## src/rtl/dot_vec_loader_if.sv

```systemverilog
// AXI-Lite write-channel bundle between dot_vec_loader (master) and the vector memory (slave).
interface dot_vec_loader_if #(
    parameter int ADDR_W = 32,
    parameter int DATA_W = 32
);
    logic [ADDR_W-1:0]   awaddr;
    logic                awvalid;
    logic                awready;
    logic [DATA_W-1:0]   wdata;
    logic [DATA_W/8-1:0] wstrb;
    logic                wvalid;
    logic                wready;
    logic [1:0]          bresp;
    logic                bvalid;
    logic                bready;

    modport master (
        output awaddr, awvalid, wdata, wstrb, wvalid, bready,
        input  awready, wready, bresp, bvalid
    );

    modport slave (
        input  awaddr, awvalid, wdata, wstrb, wvalid, bready,
        output awready, wready, bresp, bvalid
    );
endinterface

```

## src/rtl/dot_vec_loader.sv

```systemverilog
// Buffers signed (a, b) pairs, writes them over AXI-Lite to vector A/B regions, then starts the accelerator.
// Optional macro LOADER_ERR_ABORT_EN: a non-OKAY bresp aborts the job, flushes the FIFO and sets sticky err.
module dot_vec_loader #(
    parameter int DATA_W      = 32,
    parameter int ADDR_W      = 32,
    parameter int DEPTH       = 8,
    parameter int LEN_W       = 16,
    parameter int ADDR_STRIDE = 4
) (
    input  logic                clk,
    input  logic                rst,
    input  logic                in_valid,
    output logic                in_ready,
    input  logic [DATA_W-1:0]   in_a,
    input  logic [DATA_W-1:0]   in_b,
    input  logic                go,
    input  logic [ADDR_W-1:0]   vec_a_base,
    input  logic [ADDR_W-1:0]   vec_b_base,
    input  logic [LEN_W-1:0]    vec_len,
    output logic                busy,
    output logic                start,
    input  logic                done,
    dot_vec_loader_if.master    axi,
    output logic                err
);

    localparam int                PTR_W    = $clog2(DEPTH);
    localparam int                CNT_W    = PTR_W + 1;
    localparam logic [CNT_W-1:0]  DEPTH_C  = CNT_W'(DEPTH);
    localparam logic [ADDR_W-1:0] STRIDE_C = ADDR_W'(ADDR_STRIDE);

    typedef enum logic [2:0] {
        S_IDLE      = 3'd0,
        S_WAIT_DATA = 3'd1,
        S_WR_A      = 3'd2,
        S_RESP_A    = 3'd3,
        S_WR_B      = 3'd4,
        S_RESP_B    = 3'd5,
        S_START     = 3'd6,
        S_WAIT_DONE = 3'd7
    } state_t;

    state_t state_r, state_n;

    logic [DATA_W-1:0] fifo_a_r [DEPTH];
    logic [DATA_W-1:0] fifo_b_r [DEPTH];
    logic [PTR_W-1:0]  wr_ptr_r, rd_ptr_r;
    logic [CNT_W-1:0]  cnt_r, cnt_n;

    logic [ADDR_W-1:0] a_base_r, b_base_r, off_r;
    logic [LEN_W-1:0]  len_r, index_r;
    logic [DATA_W-1:0] b_reg_r;

    logic [ADDR_W-1:0] awaddr_r;
    logic [DATA_W-1:0] wdata_r;
    logic              awvalid_r, wvalid_r, bready_r;
    logic              in_ready_r, busy_r, start_r;

    logic push_s, pop_s, flush_s, resp_s, resp_bad_s, abort_s;
    logic wr_done_s, last_s, accept_s, enter_a_s, enter_b_s;

    assign push_s    = in_valid && in_ready_r;
    assign pop_s     = (state_r == S_WAIT_DATA) && (cnt_r != '0);
    assign resp_s    = ((state_r == S_RESP_A) || (state_r == S_RESP_B)) && axi.bvalid;
    assign abort_s   = resp_s && resp_bad_s;
    assign flush_s   = abort_s;
    // A channel is finished once its valid is low or is being accepted this cycle.
    assign wr_done_s = !(awvalid_r && !axi.awready) && !(wvalid_r && !axi.wready);
    assign last_s    = (index_r + LEN_W'(1)) == len_r;
    assign accept_s  = (state_r == S_IDLE) && go && (vec_len != '0);
    assign enter_a_s = (state_n == S_WR_A) && (state_r != S_WR_A);
    assign enter_b_s = (state_n == S_WR_B) && (state_r != S_WR_B);

`ifdef LOADER_ERR_ABORT_EN
    logic err_r;

    assign resp_bad_s = (axi.bresp != 2'b00);
    assign err        = err_r;

    // Sticky error: set by a failed response, cleared when the next job is accepted.
    always_ff @(posedge clk or posedge rst) begin
        if (rst) begin
            err_r <= 1'b0;
        end else if (abort_s) begin
            err_r <= 1'b1;
        end else if (accept_s) begin
            err_r <= 1'b0;
        end
    end
`else
    logic unused_bresp_s;

    assign resp_bad_s     = 1'b0;
    assign err            = 1'b0;
    assign unused_bresp_s = ^axi.bresp;
`endif

    // FSM state register.
    always_ff @(posedge clk or posedge rst) begin
        if (rst) begin
            state_r <= S_IDLE;
        end else begin
            state_r <= state_n;
        end
    end

    // FSM next-state logic.
    always_comb begin
        state_n = state_r;
        case (state_r)
            S_IDLE: begin
                if (accept_s) state_n = S_WAIT_DATA;
                else          state_n = S_IDLE;
            end
            S_WAIT_DATA: begin
                if (pop_s) state_n = S_WR_A;
                else       state_n = S_WAIT_DATA;
            end
            S_WR_A: begin
                if (wr_done_s) state_n = S_RESP_A;
                else           state_n = S_WR_A;
            end
            S_RESP_A: begin
                if (abort_s)     state_n = S_IDLE;
                else if (resp_s) state_n = S_WR_B;
                else             state_n = S_RESP_A;
            end
            S_WR_B: begin
                if (wr_done_s) state_n = S_RESP_B;
                else           state_n = S_WR_B;
            end
            S_RESP_B: begin
                if (abort_s)               state_n = S_IDLE;
                else if (resp_s && last_s) state_n = S_START;
                else if (resp_s)           state_n = S_WAIT_DATA;
                else                       state_n = S_RESP_B;
            end
            S_START: begin
                state_n = S_WAIT_DONE;
            end
            S_WAIT_DONE: begin
                if (done) state_n = S_IDLE;
                else      state_n = S_WAIT_DONE;
            end
            default: begin
                state_n = S_IDLE;
            end
        endcase
    end

    // FIFO occupancy for the coming cycle; in_ready is registered from it so it equals !full.
    always_comb begin
        cnt_n = cnt_r;
        if (flush_s) begin
            cnt_n = '0;
        end else if (push_s && !pop_s) begin
            cnt_n = cnt_r + CNT_W'(1);
        end else if (pop_s && !push_s) begin
            cnt_n = cnt_r - CNT_W'(1);
        end else begin
            cnt_n = cnt_r;
        end
    end

    // FIFO pair storage.
    always_ff @(posedge clk) begin
        if (push_s) begin
            fifo_a_r[wr_ptr_r] <= in_a;
            fifo_b_r[wr_ptr_r] <= in_b;
        end
    end

    // FIFO pointers, count and ready flag.
    always_ff @(posedge clk or posedge rst) begin
        if (rst) begin
            wr_ptr_r   <= '0;
            rd_ptr_r   <= '0;
            cnt_r      <= '0;
            in_ready_r <= 1'b0;
        end else begin
            if (flush_s) begin
                wr_ptr_r <= '0;
                rd_ptr_r <= '0;
            end else begin
                if (push_s) wr_ptr_r <= wr_ptr_r + PTR_W'(1);
                if (pop_s)  rd_ptr_r <= rd_ptr_r + PTR_W'(1);
            end
            cnt_r      <= cnt_n;
            in_ready_r <= (cnt_n != DEPTH_C);
        end
    end

    // Job configuration, element index and address offset.
    always_ff @(posedge clk or posedge rst) begin
        if (rst) begin
            a_base_r <= '0;
            b_base_r <= '0;
            len_r    <= '0;
            index_r  <= '0;
            off_r    <= '0;
            b_reg_r  <= '0;
        end else begin
            if (accept_s) begin
                a_base_r <= vec_a_base;
                b_base_r <= vec_b_base;
                len_r    <= vec_len;
                index_r  <= '0;
                off_r    <= '0;
            end else if (resp_s && !abort_s && (state_r == S_RESP_B)) begin
                index_r <= index_r + LEN_W'(1);
                off_r   <= off_r + STRIDE_C;
            end
            if (pop_s) b_reg_r <= fifo_b_r[rd_ptr_r];
        end
    end

    // AXI master registers: address/data load on entry to a write state and then hold.
    always_ff @(posedge clk or posedge rst) begin
        if (rst) begin
            awaddr_r  <= '0;
            wdata_r   <= '0;
            awvalid_r <= 1'b0;
            wvalid_r  <= 1'b0;
            bready_r  <= 1'b0;
        end else begin
            if (enter_a_s) begin
                awaddr_r <= a_base_r + off_r;
                wdata_r  <= fifo_a_r[rd_ptr_r];
            end else if (enter_b_s) begin
                awaddr_r <= b_base_r + off_r;
                wdata_r  <= b_reg_r;
            end
            if (enter_a_s || enter_b_s) begin
                awvalid_r <= 1'b1;
                wvalid_r  <= 1'b1;
            end else begin
                if (axi.awready) awvalid_r <= 1'b0;
                if (axi.wready)  wvalid_r  <= 1'b0;
            end
            bready_r <= (state_n == S_RESP_A) || (state_n == S_RESP_B);
        end
    end

    // Job status outputs.
    always_ff @(posedge clk or posedge rst) begin
        if (rst) begin
            busy_r  <= 1'b0;
            start_r <= 1'b0;
        end else begin
            busy_r  <= (state_n != S_IDLE);
            start_r <= (state_n == S_START);
        end
    end

    assign in_ready    = in_ready_r;
    assign busy        = busy_r;
    assign start       = start_r;
    assign axi.awaddr  = awaddr_r;
    assign axi.awvalid = awvalid_r;
    assign axi.wdata   = wdata_r;
    assign axi.wvalid  = wvalid_r;
    assign axi.wstrb   = {(DATA_W/8){wvalid_r}};
    assign axi.bready  = bready_r;

endmodule

```

## src/flat_wrapper.sv

```systemverilog
// flat-port wrapper written by rule: the top's interface ports become plain ports
module dot_vec_loader_flat 
#(
    parameter int DATA_W      = 32,
    parameter int ADDR_W      = 32,
    parameter int DEPTH       = 8,
    parameter int LEN_W       = 16,
    parameter int ADDR_STRIDE = 4
)
  (clk, rst, in_valid, in_ready, in_a, in_b, go, vec_a_base, vec_b_base, vec_len, busy, start, done, err, axi_awaddr, axi_awvalid, axi_wdata, axi_wstrb, axi_wvalid, axi_bready, axi_awready, axi_wready, axi_bresp, axi_bvalid);
  dot_vec_loader_if #(.ADDR_W(ADDR_W), .DATA_W(DATA_W)) axi_i ();
  input  logic clk;
  input  logic rst;
  input  logic in_valid;
  output logic in_ready;
  input  logic [DATA_W-1:0] in_a;
  input  logic [DATA_W-1:0] in_b;
  input  logic go;
  input  logic [ADDR_W-1:0] vec_a_base;
  input  logic [ADDR_W-1:0] vec_b_base;
  input  logic [LEN_W-1:0] vec_len;
  output logic busy;
  output logic start;
  input  logic done;
  output logic err;
  output wire logic [$bits(axi_i.awaddr)-1:0] axi_awaddr;
  output wire logic [$bits(axi_i.awvalid)-1:0] axi_awvalid;
  output wire logic [$bits(axi_i.wdata)-1:0] axi_wdata;
  output wire logic [$bits(axi_i.wstrb)-1:0] axi_wstrb;
  output wire logic [$bits(axi_i.wvalid)-1:0] axi_wvalid;
  output wire logic [$bits(axi_i.bready)-1:0] axi_bready;
  input wire logic [$bits(axi_i.awready)-1:0] axi_awready;
  input wire logic [$bits(axi_i.wready)-1:0] axi_wready;
  input wire logic [$bits(axi_i.bresp)-1:0] axi_bresp;
  input wire logic [$bits(axi_i.bvalid)-1:0] axi_bvalid;
  assign axi_awaddr = axi_i.awaddr;
  assign axi_awvalid = axi_i.awvalid;
  assign axi_wdata = axi_i.wdata;
  assign axi_wstrb = axi_i.wstrb;
  assign axi_wvalid = axi_i.wvalid;
  assign axi_bready = axi_i.bready;
  assign axi_i.awready = axi_awready;
  assign axi_i.wready = axi_wready;
  assign axi_i.bresp = axi_bresp;
  assign axi_i.bvalid = axi_bvalid;
  dot_vec_loader #(.DATA_W(DATA_W), .ADDR_W(ADDR_W), .DEPTH(DEPTH), .LEN_W(LEN_W), .ADDR_STRIDE(ADDR_STRIDE)) u_core (.clk(clk), .rst(rst), .in_valid(in_valid), .in_ready(in_ready), .in_a(in_a), .in_b(in_b), .go(go), .vec_a_base(vec_a_base), .vec_b_base(vec_b_base), .vec_len(vec_len), .busy(busy), .start(start), .done(done), .axi(axi_i), .err(err));
endmodule
```

## config.mk

```make
export PLATFORM = sky130hd
export DESIGN_NAME = dot_vec_loader_flat
export DESIGN_NICKNAME = d
export VERILOG_FILES = /design/src/rtl/dot_vec_loader_if.sv /design/src/rtl/dot_vec_loader.sv /design/src/flat_wrapper.sv
export SDC_FILE = /design/constraint.sdc
export NUM_CORES = 1
export LEC_CHECK = 0
export BUFFER_PORTS_ARGS = -buffer_cell sky130_fd_sc_hd__buf_2
export CAP_MARGIN = 5
export CORE_UTILIZATION = 65
export DETAILED_ROUTE_END_ITERATION = 8
export GPL_ROUTABILITY_DRIVEN = 0
export PLACE_DENSITY = 0.84
export SLEW_MARGIN = 20
export SYNTH_ARGS = -nofsm -noshare
export SYNTH_HDL_FRONTEND = slang
export SYNTH_SLANG_ARGS = --single-unit
export TNS_END_PERCENT = 20
```

## constraint.sdc

```tcl
create_clock -name clk -period 20.5 [get_ports clk]
set_clock_uncertainty 0.1 [all_clocks]
set_input_delay 3.075 -clock clk [delete_from_list [all_inputs] [get_ports clk]]
set_output_delay 3.075 -clock clk [all_outputs]
set_load 0.01 [all_outputs]
```

==> results of run 1 <==
-- flip-flops by register name, summed over array words and instances, names as in the netlist, 3 cells and up --
register and count:
u_core.state_r 3, u_core.off_r 30, u_core.fifo_a_r 256, u_core.index_r 16, u_core.cnt_r 4, u_core.axi.wdata 32, u_core.a_base_r 32, u_core.rd_ptr_r 3
u_core.b_base_r 32, u_core.wr_ptr_r 3, u_core.len_r 16, u_core.b_reg_r 32, u_core.axi.awaddr 32, u_core.fifo_b_r 256
-- worst min-delay path, delay by kind of cell, from the launching register on --
family / cells / cell delay, ps
simple gates: 2 / 100
flops: 1 / 340
-- worst max path at each step --
stage / slack [ps] / start / to / cells past startpoint
floorplan: 10710 / rst / u_core.a_base_r[0] / 1
global placement: 14600 / axi_bvalid / u_core.off_r[22] / 7
detailed placement: 14540 / axi_bvalid / u_core.off_r[24] / 7
CTS: 15170 / axi_bvalid / u_core.off_r[24] / 7
global route: 15010 / axi_bvalid / u_core.off_r[24] / 7
finish: 15210 / axi_bvalid / u_core.off_r[22] / 7
-- final cells by class --
type | count | share of cell area (%)
antenna | 8 | 0.0563
clock buffer | 108 | 5.99
clock inverter | 23 | 0.873
inverter | 19 | 0.222
multi-input combinational | 1309 | 26.7
sequential | 753 | 60.2
tap | 615 | 2.16
timing repair buffer | 249 | 3.76
-- per-layer routing --
metal / GRT usage (%) / up-vias
met4: 12.7 / 10
met3: 6.86 / 230
met2: 50.7 / 1161
met1: 39.5 / 9964
met5: 0 / -
li1: - / 8563
-- logic make-up after synthesis --
kind of cell / count (synthesis) / synth area share, %
buf+inv: 137 / 1.81
fa+ha+maj: 36 / 1.44
xor+xnor: 87 / 2.43
other cells: 1 / 0.0119
mux: 163 / 10.3
compound gates: 269 / 5.31
simple gates: 752 / 10.5
flops: 753 / 68.2
-- power by group through the flow --
stage	sequential, uW	clock, uW	combinational [uW]
after global routing	2220	1430	1550
after floorplan	2140	0	1020
after global placement	2180	0	1340
final	2200	1370	1430
after detailed placement	2200	0	1390
after CTS	2190	1380	1420
-- cells in the final DEF, fill, tap and decap left out, types with 5 or more instances in the layout --
cell type / netlist / routed
a211oi_1: 37 / 37
a21o_1: 9 / 9
a21oi_1: 67 / 67
a31oi_1: 35 / 35
and2_1: 6 / 5
and3_1: 5 / 5
and4_1: 9 / 9
buf_2: 26 / 225
buf_4: 5 / 22
bufinv_16: 0 / 5
clkbuf_1: 76 / 19
clkbuf_16: 0 / 74
clkbuf_8: 0 / 15
clkinv_2: 0 / 8
dfrtp_1: 241 / 238
diode_2: 0 / 8
edfxtp_1: 512 / 512
ha_1: 36 / 36
inv_1: 19 / 18
mux2i_1: 34 / 34
mux4_2: 128 / 128
nand2_1: 496 / 495
nand2b_1: 7 / 7
nand3_1: 23 / 22
nand4_1: 20 / 20
nor2_1: 81 / 73
nor2_4: 0 / 6
nor2b_1: 37 / 37
nor3_1: 22 / 19
nor3b_1: 5 / 5
nor4_1: 9 / 9
o211ai_1: 8 / 8
o21ai_0: 69 / 69
o31ai_1: 6 / 6
or3_1: 13 / 13
xnor2_1: 38 / 38
xor2_1: 49 / 49
-- metrics by stage --
step | area [um2] | setup slack, ps | power, uW | hold WS (ps)
after floorplan | 31400 | 10710 | 3160 | 345
after global placement | 33100 | 14600 | 3520 | 348
after detailed placement | 33100 | 14540 | 3600 | 356
after CTS | 35500 | 15170 | 5000 | 378
after global routing | 35500 | 15010 | 5200 | 397
final | 35600 | 15210 | 4990 | 374
==> flow_summary.json, run 1 <==
{
  "switchingPower_uw": 1640,
  "cts_setup_buffers": 0,
  "grt_pass1_wl_mm": 114,
  "avgViaCountPerCell": 6.46,
  "rsz0062_at_grt": "no",
  "grt-ovfl-total": 0,
  "synthTopCellsByCount": "edfxtp_1 (512), nand2_1 (496), dfrtp_1 (241), mux4_2 (128), nor2_1 (81)",
  "io_pins": 229,
  "wire_per_inst_um": 24.0,
  "fmax_mhz": 189,
  "cts_max_level": 3,
  "regArea_um2": 21400,
  "hold_violations": 0,
  "grt_max_degree": 105,
  "synth_largest_area_cell": "edfxtp_1",
  "final_util_pct": 74.6,
  "yosys_warnings": 0,
  "clockRootBuffer": "clkbuf_16",
  "switching_share_pct": 32.9,
  "layout.nets": 2596,
  "hold_depth": 2,
  "p_comb_share_pct": 28.6,
  "synth_top_area_share_pct": 49.0,
  "synth_cell_types": 68,
  "path_clk_slew_ps": 60,
  "final.min_clock_period_ps": 5290,
  "design.die.area_um2": 49200,
  "antenna_found_initial": 12,
  "m1WireLength_mm": 28.1,
  "synth-main-ff-cell": "edfxtp_1",
  "min_from": "u_core.a_base_r[7]",
  "synth_edf_count": 512,
  "cts_tree": "built",
  "layout-drive-gt1-share_pct": 21.0,
  "clock_path_buffers": 3,
  "postCtsResizedCells": 0,
  "reg2reg_slack_ps": 15650,
  "drc_errors": 0,
  "cp.required_ps": 20920,
  "clk_latency_ps": 620,
  "min_path_type": "register to register",
  "r2r_end": "u_core.axi.awaddr[28]",
  "die_w_um": 222,
  "clkPwrFrac_pct": 27.4,
  "final_max_slew_viol_count": 0,
  "yosysMostFrequentCell": "edfxtp_1",
  "cts_buffers": 74,
  "cp-end-kind": "register",
  "status": "finished, final reports clean",
  "tightest_slew_ps": 1180,
  "r2r_start": "u_core.cnt_r[1]",
  "holdPathEnd": "u_core.a_base_r[7]",
  "vias": 19900,
  "core-area_um2": 47600,
  "placedCellCount": 2944,
  "wl_mm": 74.0,
  "ys_seq_area_share_pct": 68.2,
  "slew_headroom_pct": 21.5,
  "cp_cell_sequence": "buf_2, nand4b_1, or4_1, nor3_4, nand2_2, or3_1, a21oi_1",
  "p_seq_share_pct": 44.0,
  "cts_sinks": 753,
  "ys_ff_latch": 753,
  "p_per_area_nw_per_um2": 140,
  "gr-usage-all-layers_pct": 30.6,
  "min_period_over_period_pct": 25.8,
  "avgSynthCellArea_um2": 14.3,
  "die_h_um": 222,
  "drtIter0Drc": 2164,
  "crit_type": "input port to register",
  "worst-path-buf-inv": 1,
  "firstDrtPassIters": 5,
  "initial_core_util_pct": 65.9,
  "maxCapViolCount": 0,
  "critPathMaxFanout": 12,
  "leakage_uw": 0.0138,
  "grt_pass1_vias": 20000,
  "place_hpwl_mm": 40.7,
  "wl_met2_mm": 36.7,
  "ys_async_sr_fraction_pct": 32.0,
  "cts_hold_repair.buffers": 0,
  "crit_path_start_kind": "input port",
  "worst_path_largest_cell_delay_ps": 860,
  "vdd_drop_max_mv": 0.132,
  "critical_path.top_delay_family": "simple AND/OR/NAND/NOR gates",
  "r2r_cells": 15,
  "fillers": 2692,
  "highest_layer": "met5",
  "syn_inst": 2198,
  "wl_met3_mm": 6.48,
  "setup_viol": 0,
  "synthTopCellsByArea": "edfxtp_1 (49%), dfrtp_1 (19%), mux4_2 (9.2%), nand2_1 (5.9%), ha_1 (1.4%)",
  "multi_input_area_um2": 9500,
  "port_buffers": 225,
  "tns_ps": 0,
  "p_int_uw": 3350,
  "fin_cells": 3084,
  "areaGrowthSynthToFinish_pct": 13.3,
  "ant_nets": 0,
  "cp_data_arrival_time_ps": 5710,
  "rows": 80,
  "cp_slowest_cell": "or4_1",
  "synth_area_um2": 31400
}
No activity file was read; power rests on OpenSTA's default activity.
==> run 2: changes to the inputs <==
--- a/config.mk
+++ b/config.mk
@@ -7,10 +7,10 @@
 export LEC_CHECK = 0
 export BUFFER_PORTS_ARGS = -buffer_cell sky130_fd_sc_hd__buf_2
 export CAP_MARGIN = 5
-export CORE_UTILIZATION = 65
+export CORE_UTILIZATION = 60
 export DETAILED_ROUTE_END_ITERATION = 8
 export GPL_ROUTABILITY_DRIVEN = 0
-export PLACE_DENSITY = 0.84
+export PLACE_DENSITY = 0.78
 export SLEW_MARGIN = 20
 export SYNTH_ARGS = -nofsm -noshare
 export SYNTH_HDL_FRONTEND = slang
==> constraint.sdc (replaced) <==
create_clock -name clk -period 5.2 [get_ports clk]
set_clock_uncertainty 0.1 [all_clocks]
set_input_delay 0.78 -clock clk [delete_from_list [all_inputs] [get_ports clk]]
set_output_delay 0.78 -clock clk [all_outputs]
set_load 0.01 [all_outputs]
==> run 2 against run 1 <==
Net effect:
- routed wire length shrank 2.4%
- worst hold slack lost 270 ps
- register-to-register slack got worse by 15000 ps
- largest power group unchanged
- sequential power increased to 3.9 times the previous value
- count of clock-buffer cells in the layout shrank 13
- combinational power grew to 3.9 times the previous value
==> flow_summary.json, run 2 (synthesized netlist as in run 1, its figures left out) <==
{
  "p_int_uw": 13500,
  "gr-usage-all-layers_pct": 27.9,
  "final_common_cell": "edfxtp_1",
  "hold_violations": 0,
  "p_comb_share_pct": 27.8,
  "vias": 19500,
  "tightest_slew_ps": 979,
  "cts_sinks": 753,
  "layout.nets": 2613,
  "status": "finished, final reports clean",
  "setup_viol": 0,
  "final_max_slew_viol_count": 0,
  "wire_per_inst_um": 22.8,
  "r2r_cells": 15,
  "drtIter0Drc": 1905,
  "initial_core_util_pct": 60.9,
  "cts_setup_buffers": 0,
  "die_w_um": 231,
  "r2r_start": "u_core.cnt_r[0]",
  "rsz0062_at_grt": "no",
  "p_per_area_nw_per_um2": 555,
  "grt_pass1_vias": 20000,
  "port_buffers": 225,
  "die_h_um": 231,
  "grt_pass1_wl_mm": 112,
  "design.die.area_um2": 53200,
  "cp.required_ps": 5600,
  "crit_path_start_kind": "register",
  "layout-drive-gt1-share_pct": 21.9,
  "fmax_mhz": 211,
  "min_period_over_period_pct": 91.0,
  "switchingPower_uw": 6460,
  "clockRootBuffer": "clkbuf_16",
  "wl_met2_mm": 35.8,
  "final.min_clock_period_ps": 4730,
  "areaGrowthSynthToFinish_pct": 14.7,
  "p_seq_share_pct": 43.4,
  "leakage_uw": 0.0140,
  "critPathMaxFanout": 18,
  "grt_max_degree": 105,
  "postCtsResizedCells": 0,
  "cts_max_level": 3,
  "clock_path_buffers": 3,
  "min_path_type": "input port to async pin",
  "cp-end-kind": "register",
  "avgViaCountPerCell": 6.14,
  "crit_type": "register to register",
  "clkPwrFrac_pct": 28.8,
  "drc_errors": 0,
  "grt-ovfl-total": 0,
  "reg.largest.list": "u_core.fifo_a_r: 256 flops, u_core.fifo_b_r: 256 flops",
  "slew_headroom_pct": 34.7,
  "clk_latency_ps": 640,
  "switching_share_pct": 32.4,
  "rows": 83,
  "core-area_um2": 51500,
  "layout_common_cells": "edfxtp_1 (512), nand2_1 (495), dfrtp_1 (238), buf_2 (225), mux4_2 (128)",
  "cts_tree": "built",
  "reg2reg_slack_ps": 470,
  "fin_cells": 3170,
  "wl_met3_mm": 5.74,
  "vdd_drop_max_mv": 0.382,
  "maxCapViolCount": 0,
  "antenna_found_initial": 15,
  "wl_mm": 72.2,
  "placedCellCount": 3025,
  "path_clk_slew_ps": 60,
  "io_pins": 229,
  "firstDrtPassIters": 5,
  "cts_buffers": 76,
  "cp_data_arrival_time_ps": 5130,
  "whs_ps": 102,
  "cts_hold_repair.buffers": 0,
  "place_hpwl_mm": 42.1,
  "r2r_end": "u_core.axi.awaddr[30]",
  "ant_nets": 0,
  "m1WireLength_mm": 28.4,
  "highest_layer": "met5"
}
run 2: per-layer routing:
layer / global-route usage [%] / vias to the layer above
met5: 0 / -
met4: 10.2 / 14
met3: 5.95 / 168
met2: 45.9 / 874
met1: 37.0 / 9798
li1: - / 8598
run 2: how the worst max path moves through the flow:
stage,from,to,slack (ps),cells after the start
CTS,u_core.cnt_r[0],u_core.axi.awaddr[30],530,15
finish,u_core.cnt_r[0],u_core.axi.awaddr[30],470,15
global route,u_core.cnt_r[0],u_core.axi.awaddr[28],150,15
global placement,u_core.cnt_r[0],u_core.axi.awaddr[30],750,15
detailed placement,u_core.cnt_r[0],u_core.axi.awaddr[30],610,15
floorplan,in_valid,u_core.fifo_a_r[0][0],-1060,3
run 2: area by class of cell:
cell class | instances | area, um2
timing repair buffer | 264 | 1490
multi-input combinational | 1309 | 9500
fill | 3340 | 15500
clock inverter | 43 | 553
antenna | 7 | 17.5
clock buffer | 95 | 2100
tap | 680 | 851
inverter | 19 | 75.1
sequential | 753 | 21400
run 2: per-stage QoR:
step | setup TNS (ps) | instance area [um2] | utilization [%] | total power [uW] | setup WS (ps)
after floorplan | -114720 | 31400 | - | 12400 | -1060
after global placement | 0 | 33300 | 64.7 | 14000 | 745
after detailed placement | 0 | 33300 | 64.7 | 14200 | 606
after CTS | 0 | 36000 | 69.9 | 20100 | 530
after global routing | 0 | 36000 | 69.9 | 20900 | 149
final | 0 | 36000 | 69.9 | 20000 | 470
run 2: power groups by stage:
| stage | sequential [uW] | clock [uW] | combinational (uW) |
|---|---|---|---|
| floorplan | 8420 | 0 | 4020 |
| global placement | 8670 | 0 | 5280 |
| detailed placement | 8750 | 0 | 5460 |
| CTS | 8670 | 5810 | 5570 |
| global route | 8810 | 6030 | 6080 |
| finish | 8680 | 5750 | 5550 |
run 2: critical path: stages (launching register included):
cell and delay [ps]:
dfrtp_1 430, inv_1 70, ha_1 210, nor3b_1 170
nor2_2 760, buf_4 290, nand2_1 60, nand2_1 70
ha_1 300, a2111oi_0 490, o21ai_0 240, a21oi_1 430
o311ai_0 340, o211ai_1 310, o2111a_1 270, nor3_1 60
